[config.mk]
export PLATFORM = sky130hd
export DESIGN_NAME = noc_link_rx
export DESIGN_NICKNAME = d
export VERILOG_FILES = /design/src/rtl/noc_link_rx_pkg.sv /design/src/rtl/noc_link_rx_fifo.sv /design/src/rtl/noc_link_rx.sv
export SDC_FILE = /design/constraint.sdc
export NUM_CORES = 1
export LEC_CHECK = 0
export CAP_MARGIN = 20
export CELL_PAD_IN_SITES_DETAIL_PLACEMENT = 0
export CELL_PAD_IN_SITES_GLOBAL_PLACEMENT = 2
export CORE_UTILIZATION = 30
export CTS_CLUSTER_DIAMETER = 80
export DETAILED_ROUTE_END_ITERATION = 16
export HOLD_SLACK_MARGIN = 0.08
export PLACE_DENSITY = 0.65
export SETUP_SLACK_MARGIN = 0.2
export SYNTH_ARGS = -nofsm -noshare
export SYNTH_HDL_FRONTEND = slang
export SYNTH_SLANG_ARGS = --single-unit
[constraint.sdc]
create_clock -name clk_noc -period 14.3 [get_ports clk_noc]
set_clock_uncertainty 0.05 [all_clocks]
set_input_delay 3.575 -clock clk_noc [delete_from_list [all_inputs] [get_ports clk_noc]]
set_output_delay 3.575 -clock clk_noc [all_outputs]
set_load 0.01 [all_outputs]
[src/rtl/noc_link_rx_pkg.sv]
// Shared NoC definitions for the link receiver: default field widths,
// the packed flit layout and sizing helpers.
package noc_link_rx_pkg;

  localparam int NOC_FLIT_WIDTH  = 128;
  localparam int NOC_TID_WIDTH   = 2;
  localparam int NOC_TDEST_WIDTH = 4;
  localparam int NOC_DEST_WIDTH  = NOC_TID_WIDTH + NOC_TDEST_WIDTH;

  // Flit as carried on the link. The receive buffer stores entries with
  // exactly this field order: {data, dest, is_tail}, is_tail in bit 0.
  typedef struct packed {
    logic [NOC_FLIT_WIDTH-1:0] data;
    logic [NOC_DEST_WIDTH-1:0] dest;
    logic                      is_tail;
  } flit_t;

  // Width of one stored entry for a given flit/dest width.
  function automatic int flit_entry_width(input int flit_w, input int dest_w);
    return flit_w + dest_w + 1;
  endfunction

  // Pointer width for a circular buffer; a single-slot buffer still
  // needs one pointer bit so the port is never zero-width.
  function automatic int ptr_width(input int depth);
    return (depth > 1) ? $clog2(depth) : 1;
  endfunction

endpackage

[src/rtl/noc_link_rx_fifo.sv]
// Circular receive buffer: storage, read/write pointers and fill count.
// Pointers wrap modulo DEPTH so non-power-of-two depths work. A push into a
// full buffer is only taken when a pop happens in the same cycle.
module noc_link_rx_fifo
  import noc_link_rx_pkg::*;
#(
  parameter int ENTRY_WIDTH = 8,
  parameter int DEPTH       = 4
) (
  input  logic                         clk,
  input  logic                         rst_n,
  input  logic                         push,
  input  logic                         pop,
  input  logic [ENTRY_WIDTH-1:0]       wdata,
  output logic [ENTRY_WIDTH-1:0]       rdata,
  output logic [$clog2(DEPTH+1)-1:0]   count,
  output logic                         full,
  output logic                         empty
);

  localparam int PTR_W = ptr_width(DEPTH);
  localparam int CNT_W = $clog2(DEPTH + 1);
  localparam logic [PTR_W-1:0] LAST_PTR = PTR_W'(DEPTH - 1);
  localparam logic [CNT_W-1:0] FULL_CNT = CNT_W'(DEPTH);

  logic [ENTRY_WIDTH-1:0] mem [DEPTH];
  logic [PTR_W-1:0]       wr_ptr;
  logic [PTR_W-1:0]       rd_ptr;
  logic [CNT_W-1:0]       count_r;
  logic                   do_push;
  logic                   do_pop;

  // Advance a pointer, wrapping from the last slot back to slot 0.
  function automatic logic [PTR_W-1:0] ptr_inc(input logic [PTR_W-1:0] p);
    return (p == LAST_PTR) ? '0 : p + PTR_W'(1);
  endfunction

  assign full    = (count_r == FULL_CNT);
  assign empty   = (count_r == '0);
  assign do_pop  = pop & ~empty;
  // When full, the slot being freed by the pop is the write slot.
  assign do_push = push & (~full | do_pop);
  assign rdata   = mem[rd_ptr];
  assign count   = count_r;

  // Storage write; data only, never reset.
  always_ff @(posedge clk) begin
    if (do_push) begin
      mem[wr_ptr] <= wdata;
    end
  end

  // Write pointer advances on every accepted push.
  always_ff @(posedge clk or negedge rst_n) begin
    if (!rst_n) begin
      wr_ptr <= '0;
    end else if (do_push) begin
      wr_ptr <= ptr_inc(wr_ptr);
    end else begin
      wr_ptr <= wr_ptr;
    end
  end

  // Read pointer advances on every pop.
  always_ff @(posedge clk or negedge rst_n) begin
    if (!rst_n) begin
      rd_ptr <= '0;
    end else if (do_pop) begin
      rd_ptr <= ptr_inc(rd_ptr);
    end else begin
      rd_ptr <= rd_ptr;
    end
  end

  // Fill count: +1 push, -1 pop, unchanged when both or neither.
  always_ff @(posedge clk or negedge rst_n) begin
    if (!rst_n) begin
      count_r <= '0;
    end else begin
      case ({do_push, do_pop})
        2'b10:   count_r <= count_r + CNT_W'(1);
        2'b01:   count_r <= count_r - CNT_W'(1);
        default: count_r <= count_r;
      endcase
    end
  end

endmodule

[src/rtl/noc_link_rx.sv]
// NoC link receiver: buffers credit-flow-controlled flits from an upstream
// router and presents them as an AXI-Stream master. Returns one credit per
// popped flit, flags sticky overflow on a flit sent into a full buffer, and
// counts delivered packets (tail flits popped).
module noc_link_rx
  import noc_link_rx_pkg::*;
#(
  parameter int FLIT_WIDTH        = NOC_FLIT_WIDTH,
  parameter int TID_WIDTH         = NOC_TID_WIDTH,
  parameter int TDEST_WIDTH       = NOC_TDEST_WIDTH,
  parameter int DEST_WIDTH        = TID_WIDTH + TDEST_WIDTH,
  parameter int FLIT_BUFFER_DEPTH = 4
) (
  input  logic                                 clk_noc,
  input  logic                                 rst_n,
  input  logic [FLIT_WIDTH-1:0]                data_in,
  input  logic [DEST_WIDTH-1:0]                dest_in,
  input  logic                                 is_tail_in,
  input  logic                                 send_in,
  output logic                                 credit_out,
  output logic                                 axis_out_tvalid,
  input  logic                                 axis_out_tready,
  output logic [FLIT_WIDTH-1:0]                axis_out_tdata,
  output logic                                 axis_out_tlast,
  output logic [TID_WIDTH-1:0]                 axis_out_tid,
  output logic [TDEST_WIDTH-1:0]               axis_out_tdest,
  output logic [$clog2(FLIT_BUFFER_DEPTH+1)-1:0] occupancy,
  output logic                                 overflow_err,
  output logic [15:0]                          pkt_count
);

  localparam int ENTRY_W = flit_entry_width(FLIT_WIDTH, DEST_WIDTH);

  logic [ENTRY_W-1:0]    wr_entry;
  logic [ENTRY_W-1:0]    rd_entry;
  logic [DEST_WIDTH-1:0] head_dest;
  logic                  fifo_full;
  logic                  fifo_empty;
  logic                  pop;
  logic                  push;
  logic                  credit_r;
  logic                  overflow_r;
  logic [15:0]           pkt_count_r;

  // Entry layout matches flit_t: {data, dest, is_tail}.
  assign wr_entry = {data_in, dest_in, is_tail_in};

  assign pop  = axis_out_tvalid & axis_out_tready;
  assign push = send_in & (~fifo_full | pop);

  noc_link_rx_fifo #(
    .ENTRY_WIDTH (ENTRY_W),
    .DEPTH       (FLIT_BUFFER_DEPTH)
  ) u_fifo (
    .clk   (clk_noc),
    .rst_n (rst_n),
    .push  (push),
    .pop   (pop),
    .wdata (wr_entry),
    .rdata (rd_entry),
    .count (occupancy),
    .full  (fifo_full),
    .empty (fifo_empty)
  );

  // Head entry straight from storage; stable while not popped.
  assign head_dest       = rd_entry[DEST_WIDTH:1];
  assign axis_out_tvalid = ~fifo_empty;
  assign axis_out_tdata  = rd_entry[ENTRY_W-1 -: FLIT_WIDTH];
  assign axis_out_tid    = head_dest[DEST_WIDTH-1:TDEST_WIDTH];
  assign axis_out_tdest  = head_dest[TDEST_WIDTH-1:0];
  assign axis_out_tlast  = rd_entry[0];

  assign credit_out   = credit_r;
  assign overflow_err = overflow_r;
  assign pkt_count    = pkt_count_r;

  // Credit return: a one-cycle pulse the cycle after each pop.
  always_ff @(posedge clk_noc or negedge rst_n) begin
    if (!rst_n) begin
      credit_r <= 1'b0;
    end else begin
      credit_r <= pop;
    end
  end

  // Sticky overflow: a flit arrived with no free slot and no pop to make one.
  always_ff @(posedge clk_noc or negedge rst_n) begin
    if (!rst_n) begin
      overflow_r <= 1'b0;
    end else if (send_in & fifo_full & ~pop) begin
      overflow_r <= 1'b1;
    end else begin
      overflow_r <= overflow_r;
    end
  end

  // Delivered-packet counter: one per popped tail flit, wraps at 16 bits.
  always_ff @(posedge clk_noc or negedge rst_n) begin
    if (!rst_n) begin
      pkt_count_r <= 16'h0000;
    end else if (pop & axis_out_tlast) begin
      pkt_count_r <= pkt_count_r + 16'h0001;
    end else begin
      pkt_count_r <= pkt_count_r;
    end
  end

endmodule

# == Word level (Yosys, flattened, before mapping) ==
# Memories as Yosys holds them, arrays and structs flattened.
# Index checks and enable logic that the tools add are counted.
# word_totals
ff_bits,25
mem_bits_rw,540
input_bits,139
out_inout_bits,157
word_cells,36
mem_count,1
# classes
add_sub_neg,5
eq_ne,5
muxes,5
bitwise_logic,12
reduce_logical,2
# mem_list
name,depth,word_bits,rd,rd_clocked_by_memory_dff,write_ports,line,source
u_fifo.mem,4,135,1,0,1,noc_link_rx_fifo.sv:26,logic [ENTRY_WIDTH-1:0] mem [DEPTH];
# op_table
operator,count
$add A16 B1 Y16 const B,1
$and A1 B1 Y1,7
$eq A2 B2 Y1 const B,3
$pmux W3 S2,1
$add A2 B1 Y2 const B,2
$mux W2,2
$add A3 B1 Y3 const B,1
$eq A3 B3 Y1 const B,1
$logic_not A3 Y1,1
$not A1 Y1,3
$sub A3 B1 Y3 const B,1
$eq A2 B1 Y1 const B,1
$mux W1,2
$or A1 B1 Y1,2
$reduce_bool A2 Y1,1

# == Longest topological paths before layout ==
# Gate-level depths: netlist of the first run.
# depth
depth_word,8
depth_mapped,10

# == By module ==
# Synthesis of the first run repeated with hierarchy kept, for this count alone.
# unflattened
hier_cells,831
area_unflattened_um2,20767.4
# modules_own_cells
mod,n_inst,cells_each,area_each_um2
noc_link_rx_fifo,1,761,19956.6
noc_link_rx,1,70,810.8

# == Least setup slack after synthesis of the first run ==
# Ideal clock, no wire load.
# synth_path
path_kind,input to register
from,in axis_out_tready
to,mem u_fifo.mem[0][0] in the netlist's numbering (enable)
arrival_ns,7.085
required_time_ns,13.740
path_slack_ns,6.654
cell_stages,4
path_cell_list,nor4b_1 -> nor2b_1 -> clkbuf_1 -> and2_1
# synth_between
elab_chain_len,6
elab_cells_between_ends,8
classes_between,2 x mux; 6 x bitwise
# synth_rtl
element,line,source
"start, declared",noc_link_rx.sv:22,"input logic axis_out_tready,"
$and A1 B1 Y1 *,noc_link_rx.sv:48,assign pop = axis_out_tvalid & axis_out_tready;
$or A1 B1 Y1 or $and A1 B1 Y1 (tied branches),"noc_link_rx.sv:49, noc_link_rx_fifo.sv:40",
$and A1 B1 Y1 or $or A1 B1 Y1 (tied branches),"noc_link_rx.sv:49, noc_link_rx_fifo.sv:42",
$and A1 B1 Y1 *,noc_link_rx_fifo.sv:42,assign do_push = push & (~full | do_pop);
$mux W1 *,noc_link_rx_fifo.sv:48,if (do_push) begin
$mux W1 (not written as such) *,noc_link_rx_fifo.sv:49,mem[wr_ptr] <= wdata;
"end, declared",noc_link_rx_fifo.sv:26,
# Every way passes the cells marked *; elsewhere a longest branch is shown, timed or not.

# == Worst setup path in the final report of the first run ==
# layout_path
from,reg u_fifo.rd_ptr[1]
to,out axis_out_tdest[2]
# layout_between
elab_chain_len,1
# layout_rtl
element,line,source
"start, declared",noc_link_rx_fifo.sv:28,logic [PTR_W-1:0] rd_ptr;
"start signal, assigned",noc_link_rx_fifo.sv:69,rd_ptr <= ptr_inc(rd_ptr);
"start signal, assigned",noc_link_rx_fifo.sv:71,rd_ptr <= rd_ptr;
$mem_v2 Z4 W135,--,
"end, declared",noc_link_rx.sv:26,"output logic [TDEST_WIDTH-1:0] axis_out_tdest,"
# No other way between the ends.

==> results by group, run 1 <==
Layout
  – Layout cells sized above 1: 0.207
  – Final-layout fill cell count: 6,020
  – Layout area overhead: 30.1%
  – Multi-input logic area: 3600 um^2
  – Nets@finish: 1,306
  – Reg area: 16,800 um^2
  – Most frequent cells in the layout: edfxtp_1 (540), clkdlybuf4s50_1 (295), mux4_2 (135)
  – Most common cell after layout, fill and taps aside: edfxtp_1

Logic synthesis
  – Cells after Synth: 813
  – Netlist Area Pre-Place: 20,600 um^2
  – FF+latch count, synth: 565
  – Synth Area per Inst: 25.4 um^2
  – Synth unique cells: 31
  – Seq/Total Area, Yosys: 0.817
  – Syn nets: 960
  – Yosys Warn Count: 0

Floorplanning
  – Initial core utilization: 0.305
  – Row cnt: 95
  – Die width: 264 um
  – Die Ht: 264 um
  – Num ports: 296
  – CORE AREA: 67,600 um^2
  – Die Footprint: 69,800 um^2

Global route
  – Initial antenna violation count: 4
  – Largest net degree at the start of global routing: 63
  – Gr ovfl total: 0
  – Met1 usage: 0.157
  – Wire length of the first global-routing pass: 68,200 um
  – Gr usage total: 0.132
  – Met2 GRT Util: 0.224
  – GRT busiest layer: met2
  – Met3 GRT Util: 0.0441
  – Vias in the first global route: 10,638

Timing
  – Fin crit share: 0.539
  – Relative slew slack: 0.304
  – Setup TNS: 0 ns
  – Final hold slack: 0.430 ns
  – Unrepaired setup endpoints after global routing: false
  – Worst-Margin Slew: 1.04 ns
  – Slew Viols, Final: 0
  – Max Fclk: 130 MHz
  – Final-report hold violation count: 0
  – Final setup violating endpoints: 0
  – Final Critical Period: 7.70 ns
  – Final setup margin: 6.60 ns

Clocking
  – CTS Root Buffer Type: clkbuf_16
  – Later-pin clock latency in the skew report: 0.59 ns
  – CTS tree: done
  – Clk sinks: 565
  – Post-CTS Resized: 0
  – H-tree Lvls: 3
  – CTS Buf Count: 67
  – Hold_buf cts: 0
  – Reg clk slew, reported paths: 0.06 ns
  – Setup Buffers After CTS: 0
  – CTS Buffer Depth: 3

Routing
  – DRC: 0
  – Vias per inst: 4.56
  – Antenna viol nets, final: 0
  – Initial DRC count: 449
  – WL/cell: 21.8 um
  – Final wirelength: 45,400 um
  – DR vias: 9,506
  – DR pass1 iterations: 4

Power
  – Leakage: 8.69 nW
  – Peak supply drop: 0.0973 mV
  – Power Dens Cells: 212 nW/um^2

Critical path
  – WS Path Type: flip-flop to output port
  – Crit path required time: 10.68 ns
  – CP Max Fanout: 62
  – CP Launch Type: flip-flop
  – CP Capture Type: output port
  – Critical Path AT: 4.08 ns

Placed design
  – DP HPWL: 26,200 um
  – Gpl congestion: 0.669
  – Setup WS pre-CTS: 7.06 ns
  – Input/output buffers: 295

Status
  – Outcome: complete, no violations

Hold path
  – Min-Delay Path Class: flip-flop to flip-flop

Job
  – MaxCap Viol Count: 0
[worst max-delay path: stages, from the launching register on]
cell             delay [ns]
dfrtp_4                0.60
buf_4                  0.77
buf_4                  0.93
mux4_2                 0.45
clkdlybuf4s50_1        0.57
[per-stage QoR]
step	util	power (mW)	cells	area [um^2]
final	0.397	5.69	2085	26800
after global routing	0.397	5.98	2083	26800
after CTS	0.397	5.84	2083	26800
after detailed placement	0.364	4.10	1963	24600
after global placement	0.364	4.09	1963	24600
after floorplan	-	3.22	813	20600
[path summary, 6_finish.rpt]
path	from	to	slack, ns	cells after the start
max	u_fifo.rd_ptr[1]$_DFFE_PN0P_	axis_out_tdest[2]	6.60	4
min	pkt_count[15]$_DFFE_PN0P_	pkt_count[15]$_DFFE_PN0P_	0.43	1
max reg2reg	u_fifo.count[2]$_DFFE_PN0P_	u_fifo.mem[1][89]$_DFFE_PP_	11.16	4
min reg2reg	pkt_count[15]$_DFFE_PN0P_	pkt_count[15]$_DFFE_PN0P_	0.43	1
max in group asynchronous	rst_n	u_fifo.rd_ptr[0]$_DFFE_PN0P_	10.57	2
min in group asynchronous	rst_n	u_fifo.rd_ptr[1]$_DFFE_PN0P_	3.32	2
[state kept, by name (all words and copies together) (netlist names)]
| signal | count |
|---|---|
| u_fifo.wr_ptr | 2 |
| overflow_err | 1 |
| u_fifo.rd_ptr | 2 |
| pkt_count | 16 |
| credit_out | 1 |
| u_fifo.mem | 540 |
| u_fifo.count | 3 |
[power breakdown]
| group | total, mW | switching, mW | internal, mW |
|---|---|---|---|
| Sequential | 2.26 | 0.100 | 2.16 |
| Combinational | 1.74 | 0.826 | 0.913 |
| Clock | 1.69 | 0.665 | 1.03 |
| Total | 5.69 | 1.59 | 4.10 |
[kinds of logic after synthesis]
kind of cell    count (synthesis)  share of synthesized area
buf+inv                        40                    0.00934
compound gates                  5                    0.00170
xor+xnor                       18                    0.00764
fa+ha+maj                       8                    0.00522
mux                           139                      0.150
flops                         565                      0.817
simple gates                   38                    0.00977
[cell type report]
type                    count  share of cell area
multi-input cells         208               0.134
clock inverters            38              0.0153
flip-flops and latches    565               0.628
repair buffers            309               0.114
inverters                   8             0.00112
clock buffers              82              0.0669
diodes                      2            0.000186
well taps                 873              0.0407
[cells in the mapped netlist (all sizes together)]
cell	count	area share
mux4	135	0.15
fa	1	0.00097
edfxtp	540	0.79
nor2b	1	0.00030
clkbuf	4	0.00073
buf	28	0.0072
nand2b	1	0.00030
nor2	8	0.0015
and4	2	0.00085
xor2	9	0.0038
inv	8	0.0015
o21ai	2	0.00049
or3	1	0.00030
a21o	1	0.00036
nand2	7	0.0013
and2	6	0.0018
and3	2	0.00061
nor4b	1	0.00042
dfrtp	25	0.030
ha	7	0.0042
mux2i	1	0.00049
o31a	2	0.00085
nor3	2	0.00049
nand3	3	0.00073
xnor2	9	0.0038
mux2	3	0.0018
nand4	4	0.0012
[per-layer routing]
metal	routed length, um	part of all wire
met5	52	0.0011
met1	18100	0.40
met3	3330	0.073
met4	962	0.021
met2	23000	0.51
(Power assumes the default switching activity.)
==> run 2: changes to the inputs <==
--- a/config.mk
+++ b/config.mk
@@ -12,7 +12,7 @@
 export CTS_CLUSTER_DIAMETER = 80
 export DETAILED_ROUTE_END_ITERATION = 16
 export HOLD_SLACK_MARGIN = 0.08
-export PLACE_DENSITY = 0.65
+export PLACE_DENSITY = 0.67
 export SETUP_SLACK_MARGIN = 0.2
 export SYNTH_ARGS = -nofsm -noshare
 export SYNTH_HDL_FRONTEND = slang
==> constraint.sdc (replaced) <==
create_clock -name clk_noc -period 6.53 [get_ports clk_noc]
set_clock_uncertainty 0.05 [all_clocks]
set_input_delay 1.6325 -clock clk_noc [delete_from_list [all_inputs] [get_ports clk_noc]]
set_output_delay 1.6325 -clock clk_noc [all_outputs]
set_load 0.01 [all_outputs]
==> results by group, run 2 (synthesized netlist as in run 1, its figures left out) <==
Timing
  – Relative slew slack: 0.288
  – Max Fclk: 210 MHz
  – Setup TNS: 0 ns
  – Final Critical Period: 4.77 ns
  – Fin crit share: 0.730
  – Final setup violating endpoints: 0
  – Unrepaired setup endpoints after global routing: false
  – Worst-Margin Slew: 1.07 ns
  – Slew Viols, Final: 0
  – Final hold slack: 0.410 ns
  – Final-report hold violation count: 0

Hold path
  – Worst hold stages: 1
  – Min-Delay Path Class: flip-flop to flip-flop

Layout
  – Design area: 26,600 um^2
  – Most common cell after layout, fill and taps aside: edfxtp_1
  – Nets@finish: 1,300
  – Diodes inserted: 0
  – Most frequent cells in the layout: edfxtp_1 (540), clkdlybuf4s50_1 (295), mux4_2 (135)
  – Layout cells sized above 1: 0.199
  – Reg with most FFs: u_fifo.mem
  – Final-layout fill cell count: 5,992
  – Layout area overhead: 29.1%
  – Max reg flops: 540

Clocking
  – CTS Buf Count: 59
  – Hold_buf cts: 0
  – Later-pin clock latency in the skew report: 0.59 ns
  – CTS tree: done
  – Clk sinks: 565
  – Reg clk slew, reported paths: 0.06 ns
  – CTS Root Buffer Type: clkbuf_16
  – Setup Buffers After CTS: 0
  – H-tree Lvls: 2
  – CTS Buffer Depth: 3
  – Post-CTS Resized: 0

Routing
  – Antenna viol nets, final: 0
  – DR pass1 iterations: 5
  – Initial DRC count: 537
  – Final wirelength: 43,800 um
  – Vias per inst: 4.56
  – DR vias: 9,444
  – WL/cell: 21.2 um
  – DRC: 0

Floorplanning
  – Die width: 264 um
  – Num ports: 296
  – Die Footprint: 69,800 um^2
  – Die Ht: 264 um
  – CORE AREA: 67,600 um^2
  – Row cnt: 95
  – Initial core utilization: 0.305

Critical path
  – Critical Path AT: 3.08 ns
  – Crit path required time: 4.85 ns
  – R2R setup slack: 3.70 ns
  – CP Launch Type: flip-flop
  – Worst R2R Path Depth: 4
  – CP Capture Type: output port
  – WS Path Type: flip-flop to output port
  – CP Max Fanout: 35

Status
  – Outcome: complete, no violations

Global route
  – Vias in the first global route: 10,393
  – Largest net degree at the start of global routing: 136
  – Gr usage total: 0.126
  – Initial antenna violation count: 4
  – Wire length of the first global-routing pass: 65,800 um
  – Gr ovfl total: 0

Power
  – Power Dens Cells: 453 nW/um^2
  – NetSw: 3.35 mW
  – Sequential fraction of design power: 0.416
  – Sw frac: 0.278
  – Combinational power share: 0.315
  – Clock Power Share: 0.269
  – Peak supply drop: 0.213 mV
  – Internal power: 8.70 mW
  – Leakage: 8.57 nW

Placed design
  – Gpl congestion: 0.682
  – Cell Area, Placed: 24,800 um^2
  – DP HPWL: 25,800 um
  – Input/output buffers: 295

Job
  – MaxCap Viol Count: 0
## run 2: final timing paths
kind                                                    from                            to
worst max-delay path            u_fifo.rd_ptr[0]$_DFFE_PN0P_            axis_out_tdata[91]
worst min-delay path                overflow_err$_DFFE_PN0P_      overflow_err$_DFFE_PN0P_
worst max register to register   u_fifo.count[2]$_DFFE_PN0P_   u_fifo.mem[3][25]$_DFFE_PP_
worst min register to register      overflow_err$_DFFE_PN0P_      overflow_err$_DFFE_PN0P_
max in group asynchronous                              rst_n  u_fifo.rd_ptr[1]$_DFFE_PN0P_
min in group asynchronous                              rst_n     pkt_count[15]$_DFFE_PN0P_
## run 2: metal layers
metal	vias to the layer above	GRT usage	wire (um)
li1	4141	-	-
met1	4981	0.157	18100
met2	249	0.215	22100
met3	67	0.0356	2740
met4	6	0.0327	861
met5	-	0	38
## run 2: final cells by class
class	instances	area (um^2)	area share
well taps	873	1090	0.0410
repair buffers	311	3190	0.120
flip-flops and latches	565	16800	0.633
clock buffers	73	1530	0.0574
inverters	8	30.0	0.00113
multi-input cells	208	3600	0.135
clock inverters	32	333	0.0125
## run 2: critical path, stage by stage, from the launching register on
cell             delay, ns
dfrtp_4               0.92
buf_4                 0.47
mux4_2                0.58
clkdlybuf4s50_1       0.50
## run 2: power by group through the flow
stage / clock network [mW] / registers [mW] / logic, mW
3_5_place_dp: 0 / 5.11 / 3.91
3_3_place_gp: 0 / 5.07 / 3.92
6_report: 3.24 / 5.02 / 3.79
2_1_floorplan: 0 / 5.02 / 2.03
4_1_cts: 3.35 / 5.04 / 3.93
5_1_grt: 3.48 / 5.09 / 4.06
## run 2: per-stage QoR
stage	utilization	cells	worst slack [ns]	power, mW
6_report	0.394	2070	1.76	12.1
2_1_floorplan	-	813	0.827	7.05
5_1_grt	0.394	2070	1.48	12.6
4_1_cts	0.394	2070	1.59	12.3
3_5_place_dp	0.366	1965	2.04	9.02
3_3_place_gp	0.366	1965	2.01	8.99
